<file path="src/rtl/mbisr_repair_ctrl_if.sv">
// ---------------------------------------------------------------------------
// mbisr_repair_ctrl_if
// Bundles every non-clock/reset signal of the self-repair controller:
//   - MBIST control:  mbist_active, fail_valid, fail_addr, clear
//   - MBIST port:     b_en, b_we, b_addr, b_wdata -> b_rdata
//   - Functional port: f_en, f_we, f_addr, f_wdata -> f_rdy, f_rdata
//   - Memory port:    mem_en, mem_we, mem_addr, mem_wdata <- mem_rdata
//   - Status:         repair_done, repair_fail, spare_used
// Modport slave is taken by the controller; modport master by its environment
// (MBIST engine, functional requester, memory macro).
// ---------------------------------------------------------------------------
interface mbisr_repair_ctrl_if #(
    parameter int ADDR_W = 5,
    parameter int DATA_W = 8
);
    logic              mbist_active;
    logic              fail_valid;
    logic [ADDR_W-1:0] fail_addr;
    logic              clear;

    logic              b_en;
    logic              b_we;
    logic [ADDR_W-1:0] b_addr;
    logic [DATA_W-1:0] b_wdata;
    logic [DATA_W-1:0] b_rdata;

    logic              f_en;
    logic              f_we;
    logic [ADDR_W-1:0] f_addr;
    logic [DATA_W-1:0] f_wdata;
    logic              f_rdy;
    logic [DATA_W-1:0] f_rdata;

    logic              mem_en;
    logic              mem_we;
    logic [ADDR_W-1:0] mem_addr;
    logic [DATA_W-1:0] mem_wdata;
    logic [DATA_W-1:0] mem_rdata;

    logic              repair_done;
    logic              repair_fail;
    logic [3:0]        spare_used;

    modport slave (
        input  mbist_active, fail_valid, fail_addr, clear,
        input  b_en, b_we, b_addr, b_wdata,
        output b_rdata,
        input  f_en, f_we, f_addr, f_wdata,
        output f_rdy, f_rdata,
        output mem_en, mem_we, mem_addr, mem_wdata,
        input  mem_rdata,
        output repair_done, repair_fail, spare_used
    );

    modport master (
        output mbist_active, fail_valid, fail_addr, clear,
        output b_en, b_we, b_addr, b_wdata,
        input  b_rdata,
        output f_en, f_we, f_addr, f_wdata,
        input  f_rdy, f_rdata,
        input  mem_en, mem_we, mem_addr, mem_wdata,
        output mem_rdata,
        input  repair_done, repair_fail, spare_used
    );
endinterface

</file>
<file path="src/rtl/mbisr_repair_ctrl.sv">
// ---------------------------------------------------------------------------
// mbisr_repair_ctrl
// Built-in self-repair controller sitting between the MBIST engine, the
// functional access port and a single-port memory. While MBIST runs a pass
// (mbist_active=1) failing addresses are logged into an NSPARE-entry table;
// afterwards functional accesses to logged words are served from internal
// spare registers instead of the memory.
//
// Ports:
//   clk  - rising-edge clock
//   rst  - asynchronous active-high reset
//   bus  - mbisr_repair_ctrl_if.slave (MBIST port, functional port, memory
//          port, fail log inputs, clear, status outputs)
//
// Optional feature macro: MBISR_RETEST_EN
//   defined   - remap also applies to the MBIST port while the table holds
//               any entry, and a repeated fail on a logged address (faulty
//               spare) sets repair_fail.
//   undefined - MBIST port always sees raw memory; duplicates are ignored.
// ---------------------------------------------------------------------------
module mbisr_repair_ctrl #(
    parameter int ADDR_W = 5,
    parameter int DATA_W = 8,
    parameter int NSPARE = 4
) (
    input  logic                 clk,
    input  logic                 rst,
    mbisr_repair_ctrl_if.slave   bus
);
    localparam int IDX_W = (NSPARE > 1) ? $clog2(NSPARE) : 1;

    typedef enum logic [1:0] {
        ST_IDLE    = 2'd0,
        ST_COLLECT = 2'd1,
        ST_OK      = 2'd2,
        ST_FAIL    = 2'd3
    } state_t;

    state_t              state_r, state_s;
    logic                act_r;
    logic [NSPARE-1:0]   valid_r;
    logic [ADDR_W-1:0]   tag_r   [NSPARE];
    logic [DATA_W-1:0]   spare_r [NSPARE];
    logic                repair_fail_r;
    logic [3:0]          spare_used_r;

    logic                b_rd_r, b_hit_r, f_rd_r, f_hit_r;
    logic [DATA_W-1:0]   b_spare_r, f_spare_r, b_hold_r, f_hold_r;

    logic                rise_s, fall_s, clear_s;
    logic                sel_en_s, sel_we_s;
    logic [ADDR_W-1:0]   sel_addr_s;
    logic [DATA_W-1:0]   sel_wdata_s;
    logic                hit_s, fail_hit_s, free_ok_s, remap_s, spare_hit_s;
    logic [IDX_W-1:0]    hit_idx_s, free_idx_s;
    logic                log_s, alloc_s, overflow_s, fail_next_s;
    logic                b_rd_s, f_rd_s;
    logic [DATA_W-1:0]   b_rdata_s, f_rdata_s;

    // Edge detection of mbist_active and port selection
    always_comb begin
        rise_s      = bus.mbist_active & ~act_r;
        fall_s      = ~bus.mbist_active & act_r;
        clear_s     = bus.clear & ~bus.mbist_active;
        if (bus.mbist_active) begin
            sel_en_s    = bus.b_en;
            sel_we_s    = bus.b_we;
            sel_addr_s  = bus.b_addr;
            sel_wdata_s = bus.b_wdata;
        end else begin
            sel_en_s    = bus.f_en;
            sel_we_s    = bus.f_we;
            sel_addr_s  = bus.f_addr;
            sel_wdata_s = bus.f_wdata;
        end
    end

    // Table lookups: access hit, fail-address hit, lowest free entry
    always_comb begin
        hit_s      = 1'b0;
        hit_idx_s  = {IDX_W{1'b0}};
        fail_hit_s = 1'b0;
        free_ok_s  = 1'b0;
        free_idx_s = {IDX_W{1'b0}};
        for (int i = 0; i < NSPARE; i++) begin
            if (valid_r[i] && (tag_r[i] == sel_addr_s)) begin
                hit_s     = 1'b1;
                hit_idx_s = IDX_W'(i);
            end else begin
                hit_s     = hit_s;
            end
            if (valid_r[i] && (tag_r[i] == bus.fail_addr)) begin
                fail_hit_s = 1'b1;
            end else begin
                fail_hit_s = fail_hit_s;
            end
        end
        // Scan downward so the last free entry found is the lowest index
        for (int i = NSPARE - 1; i >= 0; i--) begin
            if (!valid_r[i]) begin
                free_ok_s  = 1'b1;
                free_idx_s = IDX_W'(i);
            end else begin
                free_ok_s  = free_ok_s;
            end
        end
    end

    // Remap enable, fail logging decisions and memory port drive
    always_comb begin
`ifdef MBISR_RETEST_EN
        if (bus.mbist_active) begin
            remap_s = (spare_used_r != 4'd0);
        end else begin
            remap_s = (state_r == ST_OK) || (state_r == ST_FAIL);
        end
`else
        remap_s = ~bus.mbist_active && ((state_r == ST_OK) || (state_r == ST_FAIL));
`endif
        spare_hit_s = remap_s & hit_s;
        log_s       = (state_r == ST_COLLECT) & bus.fail_valid;
        alloc_s     = log_s & ~fail_hit_s & free_ok_s;
`ifdef MBISR_RETEST_EN
        // A repeat fail on a logged address means the spare itself is bad
        overflow_s  = log_s & (fail_hit_s | ~free_ok_s);
`else
        overflow_s  = log_s & ~fail_hit_s & ~free_ok_s;
`endif
        fail_next_s   = repair_fail_r | overflow_s;
        bus.mem_en    = sel_en_s & ~spare_hit_s;
        bus.mem_we    = sel_we_s & ~spare_hit_s;
        bus.mem_addr  = sel_addr_s;
        bus.mem_wdata = sel_wdata_s;
    end

    // Next-state logic of the repair FSM; clear overrides everything
    always_comb begin
        state_s = state_r;
        case (state_r)
            ST_IDLE, ST_OK, ST_FAIL: begin
                if (rise_s) state_s = ST_COLLECT;
                else        state_s = state_r;
            end
            ST_COLLECT: begin
                // Decision includes a fail logged on this very edge
                if (fall_s) state_s = fail_next_s ? ST_FAIL : ST_OK;
                else        state_s = ST_COLLECT;
            end
            default: state_s = ST_IDLE;
        endcase
        if (clear_s) state_s = ST_IDLE;
        else         state_s = state_s;
    end

    // FSM state and mbist_active history
    always_ff @(posedge clk or posedge rst) begin
        if (rst) begin
            state_r <= ST_IDLE;
            act_r   <= 1'b0;
        end else begin
            state_r <= state_s;
            act_r   <= bus.mbist_active;
        end
    end

    // Repair table, spare registers and status counters
    always_ff @(posedge clk or posedge rst) begin
        if (rst) begin
            valid_r       <= {NSPARE{1'b0}};
            repair_fail_r <= 1'b0;
            spare_used_r  <= 4'd0;
            for (int i = 0; i < NSPARE; i++) begin
                tag_r[i]   <= {ADDR_W{1'b0}};
                spare_r[i] <= {DATA_W{1'b0}};
            end
        end else if (clear_s) begin
            valid_r       <= {NSPARE{1'b0}};
            repair_fail_r <= 1'b0;
            spare_used_r  <= 4'd0;
            for (int i = 0; i < NSPARE; i++) begin
                spare_r[i] <= {DATA_W{1'b0}};
            end
        end else begin
            repair_fail_r <= fail_next_s;
            if (alloc_s) begin
                valid_r[free_idx_s] <= 1'b1;
                tag_r[free_idx_s]   <= bus.fail_addr;
                spare_r[free_idx_s] <= {DATA_W{1'b0}};
                spare_used_r        <= spare_used_r + 4'd1;
            end
            // Hit requires a valid entry, alloc a free one: never the same index
            if (sel_en_s && sel_we_s && spare_hit_s) begin
                spare_r[hit_idx_s] <= sel_wdata_s;
            end
        end
    end

    // Read-return muxes: registered hit/spare vs memory data, else hold
    always_comb begin
        b_rd_s = bus.mbist_active & bus.b_en & ~bus.b_we;
        f_rd_s = ~bus.mbist_active & bus.f_en & ~bus.f_we;
        if (b_rd_r) b_rdata_s = b_hit_r ? b_spare_r : bus.mem_rdata;
        else        b_rdata_s = b_hold_r;
        if (f_rd_r) f_rdata_s = f_hit_r ? f_spare_r : bus.mem_rdata;
        else        f_rdata_s = f_hold_r;
    end

    // Read pipeline: capture hit and spare contents at the request edge
    always_ff @(posedge clk or posedge rst) begin
        if (rst) begin
            b_rd_r    <= 1'b0;
            b_hit_r   <= 1'b0;
            b_spare_r <= {DATA_W{1'b0}};
            b_hold_r  <= {DATA_W{1'b0}};
            f_rd_r    <= 1'b0;
            f_hit_r   <= 1'b0;
            f_spare_r <= {DATA_W{1'b0}};
            f_hold_r  <= {DATA_W{1'b0}};
        end else begin
            b_rd_r    <= b_rd_s;
            b_hit_r   <= b_rd_s & spare_hit_s;
            b_spare_r <= spare_r[hit_idx_s];
            b_hold_r  <= b_rdata_s;
            f_rd_r    <= f_rd_s;
            f_hit_r   <= f_rd_s & spare_hit_s;
            f_spare_r <= spare_r[hit_idx_s];
            f_hold_r  <= f_rdata_s;
        end
    end

    // Status outputs
    always_comb begin
        bus.f_rdy       = ~bus.mbist_active;
        bus.b_rdata     = b_rdata_s;
        bus.f_rdata     = f_rdata_s;
        bus.repair_done = (state_r == ST_OK) || (state_r == ST_FAIL);
        bus.repair_fail = repair_fail_r;
        bus.spare_used  = spare_used_r;
    end

endmodule

</file>
<file path="src/flat_wrapper.sv">
// flat-port wrapper written by rule: the top's interface ports become plain ports
module mbisr_repair_ctrl_flat 
#(
    parameter int ADDR_W = 5,
    parameter int DATA_W = 8,
    parameter int NSPARE = 4
)
  (clk, rst, bus_mbist_active, bus_fail_valid, bus_fail_addr, bus_clear, bus_b_en, bus_b_we, bus_b_addr, bus_b_wdata, bus_b_rdata, bus_f_en, bus_f_we, bus_f_addr, bus_f_wdata, bus_f_rdy, bus_f_rdata, bus_mem_en, bus_mem_we, bus_mem_addr, bus_mem_wdata, bus_mem_rdata, bus_repair_done, bus_repair_fail, bus_spare_used);
  mbisr_repair_ctrl_if #(.ADDR_W(ADDR_W), .DATA_W(DATA_W)) bus_i ();
  input  logic clk;
  input  logic rst;
  input wire logic [$bits(bus_i.mbist_active)-1:0] bus_mbist_active;
  input wire logic [$bits(bus_i.fail_valid)-1:0] bus_fail_valid;
  input wire logic [$bits(bus_i.fail_addr)-1:0] bus_fail_addr;
  input wire logic [$bits(bus_i.clear)-1:0] bus_clear;
  input wire logic [$bits(bus_i.b_en)-1:0] bus_b_en;
  input wire logic [$bits(bus_i.b_we)-1:0] bus_b_we;
  input wire logic [$bits(bus_i.b_addr)-1:0] bus_b_addr;
  input wire logic [$bits(bus_i.b_wdata)-1:0] bus_b_wdata;
  output wire logic [$bits(bus_i.b_rdata)-1:0] bus_b_rdata;
  input wire logic [$bits(bus_i.f_en)-1:0] bus_f_en;
  input wire logic [$bits(bus_i.f_we)-1:0] bus_f_we;
  input wire logic [$bits(bus_i.f_addr)-1:0] bus_f_addr;
  input wire logic [$bits(bus_i.f_wdata)-1:0] bus_f_wdata;
  output wire logic [$bits(bus_i.f_rdy)-1:0] bus_f_rdy;
  output wire logic [$bits(bus_i.f_rdata)-1:0] bus_f_rdata;
  output wire logic [$bits(bus_i.mem_en)-1:0] bus_mem_en;
  output wire logic [$bits(bus_i.mem_we)-1:0] bus_mem_we;
  output wire logic [$bits(bus_i.mem_addr)-1:0] bus_mem_addr;
  output wire logic [$bits(bus_i.mem_wdata)-1:0] bus_mem_wdata;
  input wire logic [$bits(bus_i.mem_rdata)-1:0] bus_mem_rdata;
  output wire logic [$bits(bus_i.repair_done)-1:0] bus_repair_done;
  output wire logic [$bits(bus_i.repair_fail)-1:0] bus_repair_fail;
  output wire logic [$bits(bus_i.spare_used)-1:0] bus_spare_used;
  assign bus_i.mbist_active = bus_mbist_active;
  assign bus_i.fail_valid = bus_fail_valid;
  assign bus_i.fail_addr = bus_fail_addr;
  assign bus_i.clear = bus_clear;
  assign bus_i.b_en = bus_b_en;
  assign bus_i.b_we = bus_b_we;
  assign bus_i.b_addr = bus_b_addr;
  assign bus_i.b_wdata = bus_b_wdata;
  assign bus_b_rdata = bus_i.b_rdata;
  assign bus_i.f_en = bus_f_en;
  assign bus_i.f_we = bus_f_we;
  assign bus_i.f_addr = bus_f_addr;
  assign bus_i.f_wdata = bus_f_wdata;
  assign bus_f_rdy = bus_i.f_rdy;
  assign bus_f_rdata = bus_i.f_rdata;
  assign bus_mem_en = bus_i.mem_en;
  assign bus_mem_we = bus_i.mem_we;
  assign bus_mem_addr = bus_i.mem_addr;
  assign bus_mem_wdata = bus_i.mem_wdata;
  assign bus_i.mem_rdata = bus_mem_rdata;
  assign bus_repair_done = bus_i.repair_done;
  assign bus_repair_fail = bus_i.repair_fail;
  assign bus_spare_used = bus_i.spare_used;
  mbisr_repair_ctrl #(.ADDR_W(ADDR_W), .DATA_W(DATA_W), .NSPARE(NSPARE)) u_core (.clk(clk), .rst(rst), .bus(bus_i));
endmodule
</file>
<file path="config.mk">
export PLATFORM = sky130hd
export DESIGN_NAME = mbisr_repair_ctrl_flat
export DESIGN_NICKNAME = d
export VERILOG_FILES = /design/src/rtl/mbisr_repair_ctrl_if.sv /design/src/rtl/mbisr_repair_ctrl.sv /design/src/flat_wrapper.sv
export SDC_FILE = /design/constraint.sdc
export NUM_CORES = 1
export LEC_CHECK = 0
export ABC_AREA = 1
export CAP_MARGIN = 10
export CORE_ASPECT_RATIO = 0.6
export CORE_MARGIN = 1
export CORE_UTILIZATION = 50
export DETAILED_ROUTE_END_ITERATION = 10
export PLACE_DENSITY_LB_ADDON = 0.08
export SYNTH_ARGS = -nofsm -noshare
export SYNTH_HDL_FRONTEND = slang
export SYNTH_SLANG_ARGS = --single-unit
</file>
<file path="constraint.sdc">
create_clock -name clk -period 3 [get_ports clk]
set_input_delay 0.3 -clock clk [delete_from_list [all_inputs] [get_ports clk]]
set_output_delay 0.3 -clock clk [all_outputs]
set_load 0.05 [all_outputs]
</file>
==> flow_summary.toml <==
[critical_path]
worst_setup_path_end_kind = "output port"
critPathBufInv = 3
path_common_cell = "nand2_1"
worstPathRequired_ns = 2.70
critPathMaxStageDelay_ns = 0.54
critPathSlowestCell = "clkdlybuf4s50_1"
crit_path_max_fanout = 15
critPathKind = "input port to output port"
cp_cell_sequence = "clkdlybuf4s50_1, buf_6, nand2_1, nand2_2, nand2_1, nand2_1, nor2_1, nand3_1, nand2_1, nor2_1, nor2_2, nor2_1, buf_4"
critPathArrivalTime_ns = 2.56
worst_setup_path_start_kind = "input port"
cpLargestDelayFamily = "simple AND/OR/NAND/NOR gates"

[status]
status = "finished clean"

[layout]
n_antenna_cell = 0
multi_input_area_sq_um = 2784
area_growth_pct = 25.22
fin_cells = 1070
final_nets = 975
fin_area_sq_um = 6952
regArea_sq_um = 2302
drive_above_1_share = 0.1042
nFillCells = 933

[clocking]
cts_root_buf = "clkbuf_16"
htree_levels = 3
cts_tree = "built"
holdBufCountCts = 0
clk_latency_ns = 0.34
clock_sinks = 92
clk_pin_slew_ns = 0.07
cts.path.max_buffers = 2
numCtsBuffers = 9

[die]
fp.dieH_microns = 83.62
fp.dieW_microns = 138.0
floorplan.initialDensity = 0.5204
die_area_sq_um = 11540
core.rowCount = 29
coreArea_sq_um = 10670
pin_count = 86

[yosys]
async_flop_share = 1.000
yosysSeqAreaShare = 0.4147
synthCells = 832
synth-edff-count = 0
yosysWarnings = 0
synth_ff_type = "dfrtp_1"
netlist_area_sq_um = 5552
yosysTopAreaCellShare = 0.4147
yosysTopAreaCell = "dfrtp_1"
synth.most_common_cell = "nand2_1"
synth.area.top_cells = "dfrtp_1, nand2_1, nor2_1"
syn_avg_cell_area_sq_um = 6.673
synth.distinct_cells = 31
ys_ff_latch = 92
syn_nets = 881
yosys-top-cells-count = "nand2_1, nor2_1, dfrtp_1"

[power_and_ir_drop]
ir_worst_vdd_mv = 0.4562
p_per_area_nw_per_um2 = 599.8
leakage_nw = 3.573

[timing]
slew_headroom = 0.2086
finalSetupViolCount = 0
finalMaxSlewViolations = 0
max_freq_mhz = 349.6
rsz0062_at_grt = "no"
fin_crit_sh = 0.9534
setup_tns_ns = 0
hold_violations = 0
fin_crit_ns = 2.860
worst_pin_slew_ns = 1.175
skew_ns = 0.009192

[job]
drv_cap = 0

[drt]
drt-initial-drc-count = 693
drt_wl_total_microns = 18110
routed-via-count = 5782
firstDrtPassIters = 5
drcViolationCount = 0
antenna_left = 0
vias_per_cell = 5.404
wl_per_cell_microns = 16.92

[grt]
grt_max_degree = 93
grtUsageTotal = 0.3235
grt_pass1_wl_microns = 28530
antenna_found_initial = 0
grt-ovfl-total = 0
first_global_vias = 5166

[placement]
dpl_cell_area_sq_um = 6654
io_buffer_count = 85
numPlacedInstances = 1054
globalplace.congestion = 1.001
hpwl_microns = 13660

[worst_hold_path]
hold_path.class = "input port to async pin"
cell usage in the layout (no fill, tap or decap), drive strengths merged:
cell           netlist  routed
nand4               16      16
conb                 1       1
ha                   1       1
clkdlybuf4s50        0      69
o31ai                1       1
inv                 80      83
nand3               64      64
buf                 12      41
o21a                17      17
o211ai               1       1
clkbuf              15       9
o21ai               41      41
o21bai               1       1
or2                  8       8
clkinvlp             0       2
dfrtp               92      92
a21oi               21      21
xnor2                1       1
nand2              353     353
clkinv               1       3
nor2               101     101
nor4                 1       1
nor3                 4       4
kinds of logic (layout without fill, tap and decap cells):
family,after synthesis,count (layout),synth area share
AOI/OAI and AO/OA,82,82,0.08294
xor gates and xnor gates,1,1,0.001578
adders and majority gates,1,1,0.002253
buffers and inverters,108,207,0.08384
DFF,92,92,0.4147
other,1,1,0.0006755
and+or+nand+nor,547,547,0.4140
final timing paths:
check | from | to | slack [ns] | cells past startpoint
setup / recovery | bus_mbist_active | bus_mem_en | 0.14 | 13
min in group clk | u_core.state_r[0] | u_core.state_r[0] | 0.50 | 2
hold / removal | rst | u_core.bus.spare_used[3] | 0.37 | 3
hold reg to reg | u_core.state_r[0] | u_core.state_r[0] | 0.50 | 2
setup reg to reg | u_core.tag_r[16] | u_core.tag_r[7] | 0.57 | 14
max in group asynchronous | rst | u_core.tag_r[2] | 2.21 | 3
sequential cells by signal (all words and copies together) (netlist names):
| signal | count |
|---|---|
| u_core.b_hold_r | 8 |
| u_core.b_spare_r | 8 |
| u_core.act_r | 1 |
| u_core.valid_r | 4 |
| u_core.spare_r | 32 |
| u_core.tag_r | 20 |
| u_core.f_rd_r | 1 |
| u_core.f_hold_r | 8 |
| u_core.b_hit_r | 1 |
| u_core.b_rd_r | 1 |
| u_core.bus.spare_used | 4 |
| u_core.f_hit_r | 1 |
| u_core.bus.repair_fail | 1 |
| u_core.state_r | 2 |
power breakdown:
group	switching [W]	internal, W
sequential	0.000232	0.00142
combinational	0.000917	0.000478
clock	0.000541	0.000584
total	0.00169	0.00248
what timing repair did:
action	4_1_cts	5_1_grt
resized for setup	0	3
setup endpoints to repair	0	2
buffers inserted	0	0
worst register-to-register path, cell delays in order, from the launching register on:
cell and delay, ns:
dfrtp_1 0.40, inv_1 0.09, nor2_1 0.24, nor2_1 0.09, nand3_1 0.10, nand2_1 0.05
nor2_1 0.20, nand2_1 0.21, inv_2 0.13, nand2_2 0.07, nor2_2 0.17, nand2_1 0.19
buf_4 0.22, nand2_1 0.06, o21ai_0 0.09
final cells by class:
type | instances | share of cell area
multi-input cells | 632 | 0.4005
flip-flops and latches | 92 | 0.3312
repair buffers | 110 | 0.1568
inverters | 81 | 0.04464
clock buffers | 9 | 0.03240
well taps | 139 | 0.02502
clock inverters | 7 | 0.009539
routing by layer:
metal / vias up / track usage / part of all wire
met5: - / 0 / 0
li1: 2787 / - / -
met3: 16 / 0.1004 / 0.12
met4: 0 / 0.06693 / 0.0090
met1: 2669 / 0.5063 / 0.47
met2: 310 / 0.4273 / 0.39
per-stage QoR:
step                      hold slack, ns  total power (W)    util  setup slack, ns
after floorplan                   0.3314         0.002452       -           0.3080
after global placement            0.4701         0.003005  0.6237           0.1325
after detailed placement          0.4828         0.003027  0.6237           0.1213
after CTS                         0.4123         0.004157  0.6511           0.1187
after global routing              0.4190         0.004374  0.6517          0.01758
final                             0.3718         0.004169  0.6517           0.1399
Note: power is estimated with default switching activity, not from simulation.
==> patch: new RTL, config.mk and constraints unchanged <==
`ADDR_W` is set to 5 in 3 places; all go to 6.
--- a/src/rtl/mbisr_repair_ctrl_if.sv
+++ b/src/rtl/mbisr_repair_ctrl_if.sv
@@ -10,7 +10,7 @@
 // (MBIST engine, functional requester, memory macro).
 // ---------------------------------------------------------------------------
 interface mbisr_repair_ctrl_if #(
-    parameter int ADDR_W = 5,
+    parameter int ADDR_W = 6,
     parameter int DATA_W = 8
 );
     logic              mbist_active;
--- a/src/rtl/mbisr_repair_ctrl.sv
+++ b/src/rtl/mbisr_repair_ctrl.sv
@@ -19,7 +19,7 @@
 //   undefined - MBIST port always sees raw memory; duplicates are ignored.
 // ---------------------------------------------------------------------------
 module mbisr_repair_ctrl #(
-    parameter int ADDR_W = 5,
+    parameter int ADDR_W = 6,
     parameter int DATA_W = 8,
     parameter int NSPARE = 4
 ) (
--- a/src/flat_wrapper.sv
+++ b/src/flat_wrapper.sv
@@ -1,7 +1,7 @@
 // flat-port wrapper written by rule: the top's interface ports become plain ports
 module mbisr_repair_ctrl_flat 
 #(
-    parameter int ADDR_W = 5,
+    parameter int ADDR_W = 6,
     parameter int DATA_W = 8,
     parameter int NSPARE = 4
 )
Ports: changed (resized bus_b_addr, bus_f_addr, bus_fail_addr and bus_mem_addr); port bits go from 86 to 90. The function was not compared with the original's and may differ.
==> patch against the original RTL <==
Worst hold slack worse by 22 ps; sequential power is 4% higher; wire length is 11% higher; cell area is 8.1% higher; register-to-register slack worse by 40 ps; worst setup slack better by 130 ps; synthesized cell count is 5.6% higher; sequential cell count is 4 higher; total power is 6.6% higher; highest routed layer unchanged; critical path type unchanged; area after synthesis is 5.0% higher; critical endpoint is now bus_mem_we.
==> patch: results (changes against the original RTL) <==
outcome complete, no violations; Clock Tree Root clkbuf_16; Setup Skew 10.0 ps (+0.806 ps); Synth Area in XOR/XNOR 0.00751 (+0.00593); met2 Use GR 0.447 (+0.0201); CP max stage cell clkdlybuf4s50_1; clk buf depth 2 (unchanged); largest net degree at the start of global routing 97 (+4.3%); PortBufs 89 (+4.7%); initial antenna violation count 0 (unchanged); synth warn 0 (unchanged); met3 Use GR 0.145 (+0.0448); Synth area leaders dfrtp_1 (41%), nand2_1 (23%), nor2_1 (7.1%); biggest regs u_core.spare_r x32, u_core.tag_r x24; GPL Wtd Cong 0.986 (-1.6%); vias in the first global route 5,652 (+9.4%); register area share after synthesis 0.412 (-0.00268); peak supply drop 287 µV (-37%); synth cell count leaders nand2_1 (359), nor2_1 (110), dfrtp_1 (96); pre-CTS WS -292 ps (-413 ps); crit path DAT 2430 ps (-130 ps); Vias/cell 5.39 (-0.35%); post-synthesis compound-gate area fraction 0.0929 (+0.00998); Worst Path Max Fanout 8 (-7); GRT Total Usage 0.342 (+0.0185); First DRT Iteration DRCs 652 (-5.9%); Hold Path Class in2reg; Synth Net Count 931 (+5.7%); post-synthesis adder-cell area fraction 0.00215 (-0.000108); detailed placement HPWL 15,600 µm (+14%); nets 1,053 (+8.0%); leakage power 0.00384 µW (+7.6%); fraction of layout cells with a size suffix above 1 0.122 (+0.0181); first-pass GRT wire length 31,000 µm (+8.7%); grt met1 use 0.522 (+0.0157); P_int 2620 µW (+5.7%); Pre-antenna DRT Iters 8 (+3); ys async rst share 1.00 (unchanged); Yosys cell types 34 (+9.7%); Wirelength per Cell 17.2 µm (+1.7%); Worst Tran Pin Value 1040 ps (-137 ps); CP peak stage delay 470 ps (-70 ps)
-- patch: cell types whose count changed in the layout (fill, tap and decap cells not counted), moves of 5 or more --
| cell | change |
|---|---|
| a21oi_1 | +5 |
| buf_4 | +26 |
| o21ai_1 | +11 |
| nand3_1 | -10 |
| nand2_1 | +22 |
| nor2_1 | +12 |
-- patch: power by group through the flow --
| stage | sequential (µW) | clock [µW] | combinational, µW |
|---|---|---|---|
| after floorplan | 1690 | 0 | 960 |
| after global placement | 1720 | 0 | 1520 |
| after detailed placement | 1720 | 0 | 1540 |
| after CTS | 1700 | 1170 | 1540 |
| after global routing | 1730 | 1220 | 1720 |
| final | 1710 | 1160 | 1570 |
-- patch: critical path, delay by kind of cell --
kind | cells | cell delay [ps]
simple gates | 11 | 1350
buf+inv | 3 | 770
-- patch: final cells by class --
type,count,area [µm²]
Timing Repair Buffer,140,1330
Fill cell,988,3820
Clock inverter,7,75.1
Clock buffer,9,225
Multi-Input combinational cell,674,2980
Inverter,80,307
Sequential cell,96,2400
Tap cell,160,200
-- patch: path summary, 6_finish.rpt --
| path | to | start | slack (ps) | depth (start not counted) |
|---|---|---|---|---|
| min in group asynchronous | u_core.tag_r[0] | rst | 360 | 3 |
| max in group asynchronous | u_core.tag_r[19] | rst | 2210 | 3 |
| setup / recovery | bus_mem_we | bus_b_addr[2] | 270 | 14 |
| hold reg to reg | u_core.state_r[0] | u_core.state_r[0] | 510 | 2 |
| hold / removal | u_core.act_r | bus_mbist_active | 350 | 2 |
| setup reg to reg | u_core.spare_r[19] | u_core.tag_r[11] | 530 | 16 |
-- patch: through the flow --
| stage | cells | setup TNS (ps) | area, µm² | util | total power [µW] |
|---|---|---|---|---|---|
| 6_report | 1166 | 0 | 7510 | 0.663 | 4440 |
| 5_1_grt | 1166 | 0 | 7510 | 0.663 | 4680 |
| 4_1_cts | 1165 | 0 | 7490 | 0.661 | 4420 |
| 3_5_place_dp | 1149 | -1750 | 7190 | 0.634 | 3260 |
| 3_3_place_gp | 1149 | -946 | 7190 | 0.634 | 3240 |
| 2_1_floorplan | 879 | 0 | 5830 | - | 2650 |
-- patch: cells by family (layout without fill, tap and decap cells) --
kind of cell / count (synthesis) / after routing
other: 1 / 1
xor gates and xnor gates: 5 / 5
and+or+nand+nor: 570 / 570
DFF: 96 / 96
AOI/OAI and AO/OA: 97 / 97
adders and majority gates: 1 / 1
buffers and inverters: 109 / 236
-- patch: what timing repair did --
item                                    CTS  global route
gates cloned                              0             0
hold endpoints to repair                  0             0
endpoints found under the setup margin    2            10
pin swaps                                 0             1
resized for setup                         1             4
buffers inserted                          0             1
-- patch: per-layer routing --
metal	routed length (µm)	up-vias
met5	0	-
met4	150	0
met3	2900	17
met2	7690	375
met1	9320	2893
li1	-	2994
